===== config.mk =====
export PLATFORM = sky130hd
export DESIGN_NAME = ins_mem_loader_flat
export DESIGN_NICKNAME = d
export VERILOG_FILES = /design/src/rtl/ins_mem_loader_if.sv /design/src/rtl/ins_mem_loader.sv /design/src/flat_wrapper.sv
export SDC_FILE = /design/constraint.sdc
export NUM_CORES = 1
export LEC_CHECK = 0
export CAP_MARGIN = 25
export CORE_ASPECT_RATIO = 0.75
export CORE_MARGIN = 2
export CORE_UTILIZATION = 40
export CTS_CLUSTER_DIAMETER = 120
export DETAILED_ROUTE_END_ITERATION = 8
export GPL_TIMING_DRIVEN = 0
export PLACE_DENSITY = 0.68
export SLEW_MARGIN = 20
export SYNTH_ARGS = -nofsm -noshare
export SYNTH_HDL_FRONTEND = slang
export SYNTH_SLANG_ARGS = --single-unit
export TNS_END_PERCENT = 10

===== constraint.sdc =====
create_clock -name CLK -period 3.4 [get_ports CLK]
set_clock_uncertainty 0.15 [all_clocks]
set_input_delay 0.68 -clock CLK [delete_from_list [all_inputs] [get_ports CLK]]
set_output_delay 0.68 -clock CLK [all_outputs]
set_load 0.01 [all_outputs]

===== src/rtl/ins_mem_loader_if.sv =====
// Loader-side bus bundle: load command, word stream in, memory write port
// and fetch control out. The loader uses the slave modport and its driver
// uses the master modport.
interface ins_mem_loader_if #(
  parameter int LEN_W = 8
);
  logic             START;
  logic [31:0]      BASE_ADR;
  logic [LEN_W-1:0] LEN;
  logic             IN_VALID;
  logic [31:0]      IN_DATA;
  logic             IN_READY;
  logic             MEM_WRITE;
  logic [31:0]      MEM_ADR;
  logic [31:0]      MEM_DATA;
  logic             FETCH_STALL;
  logic             DONE;
  logic             ERR;

  modport master (
    output START, BASE_ADR, LEN, IN_VALID, IN_DATA,
    input  IN_READY, MEM_WRITE, MEM_ADR, MEM_DATA, FETCH_STALL, DONE, ERR
  );

  modport slave (
    input  START, BASE_ADR, LEN, IN_VALID, IN_DATA,
    output IN_READY, MEM_WRITE, MEM_ADR, MEM_DATA, FETCH_STALL, DONE, ERR
  );
endinterface


===== src/rtl/ins_mem_loader.sv =====
// Instruction-memory loader: streams LEN words into memory starting at a
// word-aligned byte address, one write per accepted word, and stalls fetch
// from the cycle after START until the cycle of the DONE pulse.
module ins_mem_loader #(
  parameter int LEN_W = 8
) (
  input logic              CLK,
  input logic              RST_N,
  ins_mem_loader_if.slave  bus
);

  typedef enum logic [1:0] {
    ST_IDLE,
    ST_LOAD,
    ST_FLUSH,
    ST_FIN
  } state_t;

  state_t           state_q, state_d;
  logic [31:0]      base_q;
  logic [LEN_W-1:0] len_q;
  logic [LEN_W-1:0] cnt_q;
  logic             mem_write_q;
  logic [31:0]      mem_adr_q;
  logic [31:0]      mem_data_q;
  logic             err_q;

  logic in_ready;
  logic fetch_stall;
  logic done;
  logic accept;
  logic misaligned;
  logic last_word;

  assign misaligned = (bus.BASE_ADR[1:0] != 2'b00);
  assign last_word  = (cnt_q == len_q - LEN_W'(1));

  // State register.
  // NOTE: sequential state uses non-blocking (<=) so every flop samples the
  // pre-edge values of its neighbours regardless of process ordering.
  always_ff @(posedge CLK) begin
    if (!RST_N) state_q <= ST_IDLE;
    else        state_q <= state_d;
  end

  // Next-state and state-decoded outputs.
  // NOTE: every signal written here gets a default first; a path that leaves
  // one unassigned would infer a latch.
  always_comb begin
    state_d     = state_q;
    in_ready    = 1'b0;
    fetch_stall = 1'b0;
    done        = 1'b0;
    accept      = 1'b0;
    case (state_q)
      ST_IDLE: begin
        if (bus.START && !misaligned) begin
          state_d = (bus.LEN == '0) ? ST_FIN : ST_LOAD;
        end
      end
      ST_LOAD: begin
        in_ready    = 1'b1;
        fetch_stall = 1'b1;
        accept      = bus.IN_VALID;
        if (accept && last_word) state_d = ST_FLUSH;
      end
      ST_FLUSH: begin
        fetch_stall = 1'b1;
        state_d     = ST_FIN;
      end
      ST_FIN: begin
        fetch_stall = 1'b1;
        done        = 1'b1;
        state_d     = ST_IDLE;
      end
      default: state_d = ST_IDLE;
    endcase
  end

  // Command capture, word counter, registered memory write port, sticky ERR.
  always_ff @(posedge CLK) begin
    if (!RST_N) begin
      base_q      <= '0;
      len_q       <= '0;
      cnt_q       <= '0;
      mem_write_q <= 1'b0;
      mem_adr_q   <= '0;
      mem_data_q  <= '0;
      err_q       <= 1'b0;
    end else begin
      mem_write_q <= 1'b0;
      if (state_q == ST_IDLE && bus.START) begin
        if (misaligned) begin
          err_q <= 1'b1;
        end else if (bus.LEN != '0) begin
          base_q <= bus.BASE_ADR;
          len_q  <= bus.LEN;
          cnt_q  <= '0;
        end
      end
      if (accept) begin
        // Address wraps modulo 2^32 with no flag.
        mem_write_q <= 1'b1;
        mem_adr_q   <= base_q + (32'(cnt_q) << 2);
        mem_data_q  <= bus.IN_DATA;
        cnt_q       <= cnt_q + LEN_W'(1);
      end
    end
  end

  assign bus.IN_READY    = in_ready;
  assign bus.FETCH_STALL = fetch_stall;
  assign bus.DONE        = done;
  assign bus.MEM_WRITE   = mem_write_q;
  assign bus.MEM_ADR     = mem_adr_q;
  assign bus.MEM_DATA    = mem_data_q;
  assign bus.ERR         = err_q;

endmodule

===== src/flat_wrapper.sv =====
// flat-port wrapper written by rule: the top's interface ports become plain ports
module ins_mem_loader_flat 
#(
  parameter int LEN_W = 8
)
  (CLK, RST_N, bus_START, bus_BASE_ADR, bus_LEN, bus_IN_VALID, bus_IN_DATA, bus_IN_READY, bus_MEM_WRITE, bus_MEM_ADR, bus_MEM_DATA, bus_FETCH_STALL, bus_DONE, bus_ERR);
  ins_mem_loader_if #(.LEN_W(LEN_W)) bus_i ();
  input logic CLK;
  input logic RST_N;
  input wire logic [$bits(bus_i.START)-1:0] bus_START;
  input wire logic [$bits(bus_i.BASE_ADR)-1:0] bus_BASE_ADR;
  input wire logic [$bits(bus_i.LEN)-1:0] bus_LEN;
  input wire logic [$bits(bus_i.IN_VALID)-1:0] bus_IN_VALID;
  input wire logic [$bits(bus_i.IN_DATA)-1:0] bus_IN_DATA;
  output wire logic [$bits(bus_i.IN_READY)-1:0] bus_IN_READY;
  output wire logic [$bits(bus_i.MEM_WRITE)-1:0] bus_MEM_WRITE;
  output wire logic [$bits(bus_i.MEM_ADR)-1:0] bus_MEM_ADR;
  output wire logic [$bits(bus_i.MEM_DATA)-1:0] bus_MEM_DATA;
  output wire logic [$bits(bus_i.FETCH_STALL)-1:0] bus_FETCH_STALL;
  output wire logic [$bits(bus_i.DONE)-1:0] bus_DONE;
  output wire logic [$bits(bus_i.ERR)-1:0] bus_ERR;
  assign bus_i.START = bus_START;
  assign bus_i.BASE_ADR = bus_BASE_ADR;
  assign bus_i.LEN = bus_LEN;
  assign bus_i.IN_VALID = bus_IN_VALID;
  assign bus_i.IN_DATA = bus_IN_DATA;
  assign bus_IN_READY = bus_i.IN_READY;
  assign bus_MEM_WRITE = bus_i.MEM_WRITE;
  assign bus_MEM_ADR = bus_i.MEM_ADR;
  assign bus_MEM_DATA = bus_i.MEM_DATA;
  assign bus_FETCH_STALL = bus_i.FETCH_STALL;
  assign bus_DONE = bus_i.DONE;
  assign bus_ERR = bus_i.ERR;
  ins_mem_loader #(.LEN_W(LEN_W)) u_core (.CLK(CLK), .RST_N(RST_N), .bus(bus_i));
endmodule

After elaboration in Yosys (flattened, before gate mapping):

Index checks and enable logic that the tools add are counted.

* $add $sub $neg: 3
* multiply operators: 0
* div/mod/pow operators: 0
* magnitude comparators: 0
* equal/unequal tests: 7
* shifts and indexed selects: 0
* multiplexer cells: 13
* bitwise operators: 1
* reductions and logical operators: 15

Operator list (count)
* 32-bit by 10-bit adder with 32-bit output: 1
* 8-bit two-way mux: 4
* 8-bit by 1-bit adder with 8-bit output, second input constant: 1
* 8-bit equality test: 1
* 8-bit logical NOT: 1
* 2-bit case mux with 4 select lines: 1
* 8-bit nonzero test: 1
* 8-bit by 1-bit subtractor with 8-bit output, second input constant: 1
* 2-bit two-way mux: 3
* 2-bit by 1-bit inequality test with 1-bit output, second input constant: 3
* 3-bit AND reduction: 2
* 2-bit nonzero test: 3
* 1-bit two-way mux: 5
* 2-bit equality test, second input constant: 2
* 2-bit AND reduction: 2
* 1-bit logical AND: 3
* 3-bit OR reduction: 1
* 2-bit by 1-bit equality test with 1-bit output, second input constant: 1
* 2-bit logical NOT: 1
* 1-bit logical NOT: 1
* 1-bit NOT: 1

* register bits after elaboration: 116
* latch bits: 0
* RAM bits: 0
* ROM bits: 0
* input bits: 76
* output and inout port bits: 69
* memories: 0

Depth between registers and ports, before layout:

Gate-level depths: netlist (run 1).

* depth in word-level cells: 5
* mapped depth: 9
* mapped depth without buffers: 8

Worst setup path after synthesis (run 1):

OpenSTA, ideal clock, no wires.

* kind: register to register
* start: register u_core.cnt_q[0]
* end: register u_core.mem_adr_q[22], in the netlist u_core.bus.MEM_ADR[22]
* library setup time: 0.133 ns
* arrival: 2.081 ns
* required time: 3.117 ns
* setup slack: 1.037 ns
* stages on the path, launching flop included: 10
* buffers on the path: 1
* period minus slack after synthesis: 2.363 ns
* cell sequence: dfxtp_1 -> ha_1 -> fa_1 -> a21o_1 -> a21oi_1 -> o21a_1 -> clkbuf_1 -> nor4_1 -> xnor2_1 -> a21oi_1

* word-level cells in the longest chain between the ends: 1

RTL lines
* start: declaration: line ins_mem_loader.sv:22 `logic [LEN_W-1:0] cnt_q;`
* start signal: assignment: line ins_mem_loader.sv:106 `cnt_q <= cnt_q + LEN_W'(1);`
* 32-bit by 10-bit adder with 32-bit output: line ins_mem_loader.sv:104 `mem_adr_q <= base_q + (32'(cnt_q) << 2);`
* end signal: assignment: line ins_mem_loader.sv:104
* end: declaration: line ins_mem_loader.sv:24 `logic [31:0] mem_adr_q;`

Every way passes these cells.
A chain may end at the register's enable or synchronous reset.

Worst setup path in the final report (run 1):

* start: register u_core.cnt_q[0]
* end: register u_core.mem_adr_q[24], in the netlist u_core.bus.MEM_ADR[24]

Same word-level chain as after synthesis.

==> qor.txt, run 1 <==
switching share of power - 26.9%
area grow syn2layout - 41.3%
Max stage delay on crit path - 0.47 ns
part of the power in combinational logic - 20.0%
Tot GR Track Use - 22.1%
CP Cell Sequence - ha_1, fa_1, a21o_1, a21oi_1, o21a_1, clkbuf_1, nor3_1, xnor2_1, a21oi_1
Synth async-reset ratio - 0%
CTS Root Cell - clkbuf_16
Static Leak - 2.78 nW
EDFF count, synth - 0
initial drt markers - 457
cell family with most CP delay - compound AO/OA/AOI/OAI gates
CP max stage cell - clkbuf_1
Seq pwr share - 37.0%
Die X - 139 um
Final ANT Viol Nets - 0
antenna cell count - 0
final setup vio count - 0
Fillers - 1156
syn_nets - 749
RSZ-0062 raised after global routing - false
clock network power share - 43.0%
Core ar. - 13200 um^2
relative slew slack - 46.6%
CTS tree - yes
final std cells w/o fill - 1002
Yosys warning count - 0
Detail Placement HPWL - 12000 um
clock latency on the worst-skew pair - 0.41 ns
status - finished, final reports clean
Max Clk Rate - 344 MHz
CP Launch Type - flop
Top FF cell, synth - dfxtp_1
Avg Cell Area, Syn - 8.31 um^2
Total Wirelength - 16000 um
critical path's most frequent cell - a21oi_1
Synth Cell Area - 5460 um^2
Num CTS Buffers - 17
die height - 105 um
share of layout cells above drive strength 1 - 5.29%
VDD IR max - 0.399 mV
Hold WC Path Type - flop to flop
most frequent cells in the layout - nand2_1, clkdlybuf4s50_1, dfxtp_1, a21boi_0, clkbuf_1
sequential area share after synthesis - 42.5%
Yosys cell types - 56
max-slew violations - 0
final hold violations - 0
Final Net Count - 911
total power - 4.27 mW
first-pass GRT wire length - 26000 um
io pins - 145
Remaining DRCs - 0
die area - 14600 um^2
Setup TNS - 0 ns
Clock Sinks - 116
Worst-Margin Slew - 0.795 ns
Cell Int Power - 3.12 mW
Clock transition at path regs - 0.05 ns
switching power - 1.15 mW
vias in the first global route - 5226
largest net degree at the start of global routing - 17
Routed WL per cell - 15.9 um
fin crit share - 85.5%
dpl cells - 971
H-tree depth - 4
Synth Register Bits - 116
Pwr per Cell Area - 553 nW/um^2
max cap viols - 0
# hold bufs at CTS - 0
most common cell after layout, fill and taps aside - nand2_1
Crit Path Class - flop to flop
routability cong. - 0.875
minimum clock period - 2.91 ns
Initial Util - 41.5%
Vias/cell - 5.21
synthesized netlist cell count - 657
crit path max fanout - 10
Buf+Inv Stages, Crit Path - 1
Required @ worst endpoint - 3.53 ns
gr ovfl total - 0
vias - 5224
Post-CTS Resized - 0
Initial DRT Pass Iterations - 5
post-CTS setup buffers - 0
Clock Tree Buf Depth - 2
IO Port Bufs - 143
antenna violations before repair - 0
Critical Path AT - 3.04 ns
# rows - 36
Critical Path Sink Type - flop
## power groups by stage
| stage | Combinational (mW) | Sequential [mW] | Clock (mW) |
|---|---|---|---|
| floorplan | 0.385 | 1.63 | 0 |
| global placement | 0.831 | 1.60 | 0 |
| detailed placement | 0.851 | 1.60 | 0 |
| CTS | 0.857 | 1.58 | 1.85 |
| global route | 0.944 | 1.59 | 1.93 |
| finish | 0.854 | 1.58 | 1.84 |
## through the flow
stage / utilization, % / hold slack (ns) / instance area, um^2 / worst slack (ns)
global route: 58.7 / 0.330 / 7720 / 0.343
CTS: 58.7 / 0.314 / 7720 / 0.536
detailed placement: 54.0 / 0.307 / 7110 / 0.161
global placement: 54.0 / 0.300 / 7110 / 0.242
finish: 58.7 / 0.311 / 7720 / 0.492
floorplan: - / 0.286 / 5460 / 1.04
## cell type report
class | instances | area (um^2) | area share, %
flip-flops and latches | 116 | 2320 | 30.1
inverters | 12 | 45.0 | 0.584
clock buffers | 22 | 484 | 6.28
multi-input cells | 488 | 2910 | 37.7
repair buffers | 143 | 1430 | 18.6
well taps | 171 | 214 | 2.77
plain buffers | 41 | 181 | 2.35
clock inverters | 9 | 126 | 1.64
## Yosys cell counts (all sizes together) (2+ instances only)
cell / number / share of area [%]
nor4b: 5 / 0.80
a31oi: 5 / 0.57
and3: 9 / 1.0
a21oi: 27 / 2.5
nand2: 179 / 12
or4: 5 / 0.69
nand3: 8 / 0.73
nor4: 5 / 0.85
nor2: 17 / 1.2
inv: 12 / 0.82
or3: 3 / 0.37
a2111oi: 2 / 0.44
and2: 8 / 0.94
a211oi: 6 / 0.92
o31ai: 3 / 0.41
nor3: 5 / 0.46
nand4: 6 / 1.2
nor3b: 2 / 0.27
xnor2: 27 / 4.3
buf: 4 / 0.62
o21ai: 36 / 3.3
clkbuf: 36 / 2.5
ha: 15 / 3.4
mux2i: 2 / 0.37
o21a: 3 / 0.41
nand2b: 3 / 0.34
dfxtp: 116 / 43
xor2: 7 / 1.1
a21boi: 79 / 11
a21o: 5 / 0.69
## final timing paths
check,slack (ns),from,to,cells after the start
min reg2reg,0.31,u_core.bus.MEM_DATA[16],u_core.bus.MEM_DATA[16],2
min,0.31,u_core.bus.MEM_DATA[16],u_core.bus.MEM_DATA[16],2
max,0.49,u_core.cnt_q[0],u_core.bus.MEM_ADR[24],9
max reg2reg,0.49,u_core.cnt_q[0],u_core.bus.MEM_ADR[24],9
## registers in the layout, indices dropped and copies added (netlist names)
| signal | cells |
|---|---|
| u_core.bus.MEM_WRITE | 1 |
| u_core.bus.ERR | 1 |
| u_core.bus.MEM_ADR | 32 |
| u_core.state_q | 2 |
| u_core.cnt_q | 8 |
| u_core.len_q | 8 |
| u_core.bus.MEM_DATA | 32 |
| u_core.base_q | 32 |
## worst reg2reg max path, delay by kind of cell (launching register included)
family	cells	cell delay (ns)
and+or+nand+nor	1	0.15
DFF	1	0.38
buffers and inverters	1	0.47
adders and majority gates	2	0.68
xor gates and xnor gates	1	0.22
AOI/OAI and AO/OA	4	0.73
## routing by layer
metal  routed length, um  vias up  global-route usage [%]
li1                    -     2573                       -
met1                7530     2427                    30.2
met2                7060      198                    34.0
met3                1120       26                    5.13
met4                 257        0                    8.37
met5                   0        -                       0
## cell families (layout without fill, tap and decap cells)
kind of cell | after synthesis | count (layout) | share of synthesized area (%)
xor gates and xnor gates | 34 | 34 | 5.45
buffers and inverters | 53 | 227 | 4.15
adders and majority gates | 16 | 16 | 3.80
DFF | 116 | 116 | 42.5
AOI/OAI and AO/OA | 177 | 177 | 21.9
muxes | 3 | 3 | 0.573
and+or+nand+nor | 258 | 258 | 21.6
No activity file was read; power rests on OpenSTA's default activity.
==> run 2, diff against run 1 <==
--- a/config.mk
+++ b/config.mk
@@ -10,3 +10,3 @@
 export CORE_MARGIN = 2
-export CORE_UTILIZATION = 40
+export CORE_UTILIZATION = 49
 export CTS_CLUSTER_DIAMETER = 120
@@ -14,3 +14,3 @@
 export GPL_TIMING_DRIVEN = 0
-export PLACE_DENSITY = 0.68
+export PLACE_DENSITY = 0.81
 export SLEW_MARGIN = 20
==> constraint.sdc (replaced) <==
create_clock -name CLK -period 3.4 [get_ports CLK]
set_clock_uncertainty 0.15 [all_clocks]
set_input_delay 0.34 -clock CLK [delete_from_list [all_inputs] [get_ports CLK]]
set_output_delay 0.34 -clock CLK [all_outputs]
set_load 0.01 [all_outputs]
==> qor.txt, run 2 (same netlist as run 1, synthesis figures left out) <==
status - finished, final reports clean
Final Net Count - 911
Core ar. - 10900 um^2
met1 global-route usage - 33.1%
WHS - 0.122 ns
clock latency on the worst-skew pair - 0.40 ns
io pins - 145
Max stage delay on crit path - 0.44 ns
r2r setup slk - 0.48 ns
Pwr per Cell Area - 549 nW/um^2
largest net degree at the start of global routing - 17
CTS tree - yes
Required @ worst endpoint - 3.52 ns
Hold WC Path Type - input pin to flop
max cap viols - 0
relative slew slack - 43.5%
Post-CTS Resized - 0
CP Cell Sequence - ha_1, fa_1, a21o_1, a21oi_1, o21a_1, clkbuf_1, nor4b_1, xnor2_1, a21oi_1
switching share of power - 26.6%
Num CTS Buffers - 17
CP Launch Type - flop
Critical Path End - u_core.bus.MEM_ADR[26]
RR Startpoint - u_core.cnt_q[0]
Buf+Inv Stages, Crit Path - 1
antenna cell count - 0
Critical Path Sink Type - flop
Max Clk Rate - 343 MHz
die height - 95.4 um
vias - 5255
M2 GR Usage - 44.4%
post-CTS setup buffers - 0
final std cells w/o fill - 969
Critical Path AT - 3.04 ns
share of layout cells above drive strength 1 - 4.95%
cell family with most CP delay - compound AO/OA/AOI/OAI gates
max-slew violations - 0
grt met3 use - 5.78%
GR peak layer - met2
Cell Int Power - 3.08 mW
dpl cells - 940
Die X - 126 um
Routed WL per cell - 16.4 um
final hold violations - 0
Detail Placement HPWL - 11700 um
initial drt markers - 482
fin crit share - 85.8%
crit path max fanout - 10
part of the power in combinational logic - 20.5%
Tot GR Track Use - 26.0%
register area - 2320 um^2
final setup vio count - 0
Remaining DRCs - 0
worst setup path start - u_core.cnt_q[0]
# hold bufs at CTS - 0
IO Port Bufs - 143
CP max stage cell - clkbuf_1
gr ovfl total - 0
Static Leak - 2.77 nW
Total Wirelength - 15900 um
CTS Root Cell - clkbuf_16
Seq pwr share - 37.5%
Setup TNS - 0 ns
vias in the first global route - 5083
# rows - 33
Worst-Margin Slew - 0.842 ns
RSZ-0062 raised after global routing - false
Initial Util - 50.1%
Clock transition at path regs - 0.05 ns
Vias/cell - 5.42
total power - 4.20 mW
routability cong. - 0.895
die area - 12000 um^2
most common cell after layout, fill and taps aside - nand2_1
first-pass GRT wire length - 24700 um
switching power - 1.12 mW
Fillers - 830
clock network power share - 41.9%
area of the multi-input gates - 2910 um^2
WP depth - 9
worst r2r dst - u_core.bus.MEM_ADR[26]
minimum clock period - 2.92 ns
antenna violations before repair - 0
critical path's most frequent cell - a21oi_1
path depth of the worst reg2reg path - 9
Crit Path Class - flop to flop
area grow syn2layout - 40.1%
most frequent cells in the layout - nand2_1, clkdlybuf4s50_1, dfxtp_1, a21boi_0, clkbuf_1
Initial DRT Pass Iterations - 5
Final ANT Viol Nets - 0
VDD IR max - 0.354 mV
Clock Sinks - 116
Clock Tree Buf Depth - 2
H-tree depth - 4
-- run 2: cell types whose count changed in the layout (fill, tap and decap cells not counted), sizes merged --
cell | previous run | this run
bufinv | 3 | 2
clkbuf | 58 | 61
clkinv | 5 | 2
clkinvlp | 1 | 0
-- run 2: power by group through the flow --
stage | clock network (mW) | logic, mW | registers (mW)
after global routing | 1.83 | 0.934 | 1.59
final | 1.76 | 0.862 | 1.58
after CTS | 1.77 | 0.859 | 1.58
after floorplan | 0 | 0.385 | 1.63
after detailed placement | 0 | 0.850 | 1.60
after global placement | 0 | 0.819 | 1.59
-- run 2: through the flow --
stage	utilization [%]	setup slack (ns)	instance area [um^2]
after floorplan	-	1.04	5460
after global placement	64.8	0.624	7070
after detailed placement	64.8	0.466	7070
after CTS	70.2	0.529	7650
after global routing	70.2	0.420	7650
final	70.2	0.483	7650
-- run 2: how the worst min path moves through the flow --
stage / startpoint / to / cells past startpoint
4_1_cts: RST_N / u_core.bus.MEM_ADR[19] / 3
5_1_grt: RST_N / u_core.bus.MEM_ADR[19] / 3
2_1_floorplan: u_core.base_q[0] / u_core.bus.MEM_ADR[0] / 2
3_5_place_dp: u_core.bus.MEM_DATA[27] / u_core.bus.MEM_DATA[27] / 2
6_report: RST_N / u_core.bus.MEM_ADR[19] / 3
3_3_place_gp: u_core.bus.MEM_ADR[11] / u_core.bus.MEM_ADR[11] / 2
-- run 2: final cells by class --
| cell class | count | area share (%) |
|---|---|---|
| Buffer | 41 | 2.37 |
| Clock buffer | 25 | 6.74 |
| Clock inverter | 4 | 0.916 |
| Inverter | 12 | 0.589 |
| Multi-Input combinational cell | 488 | 38.0 |
| Sequential cell | 116 | 30.3 |
| Tap cell | 140 | 2.29 |
| Timing Repair Buffer | 143 | 18.7 |
-- run 2: tightest hold or removal path, cell delays in order --
cell and delay, ns:
buf_4 0.16, o21ai_0 0.08, a31oi_1 0.04
-- run 2: layer usage --
| metal | share of wire [%] | routed length (um) |
|---|---|---|
| met1 | 44 | 6920 |
| met2 | 48 | 7610 |
| met3 | 7.1 | 1120 |
| met4 | 1.5 | 238 |
| met5 | 0 | 0 |
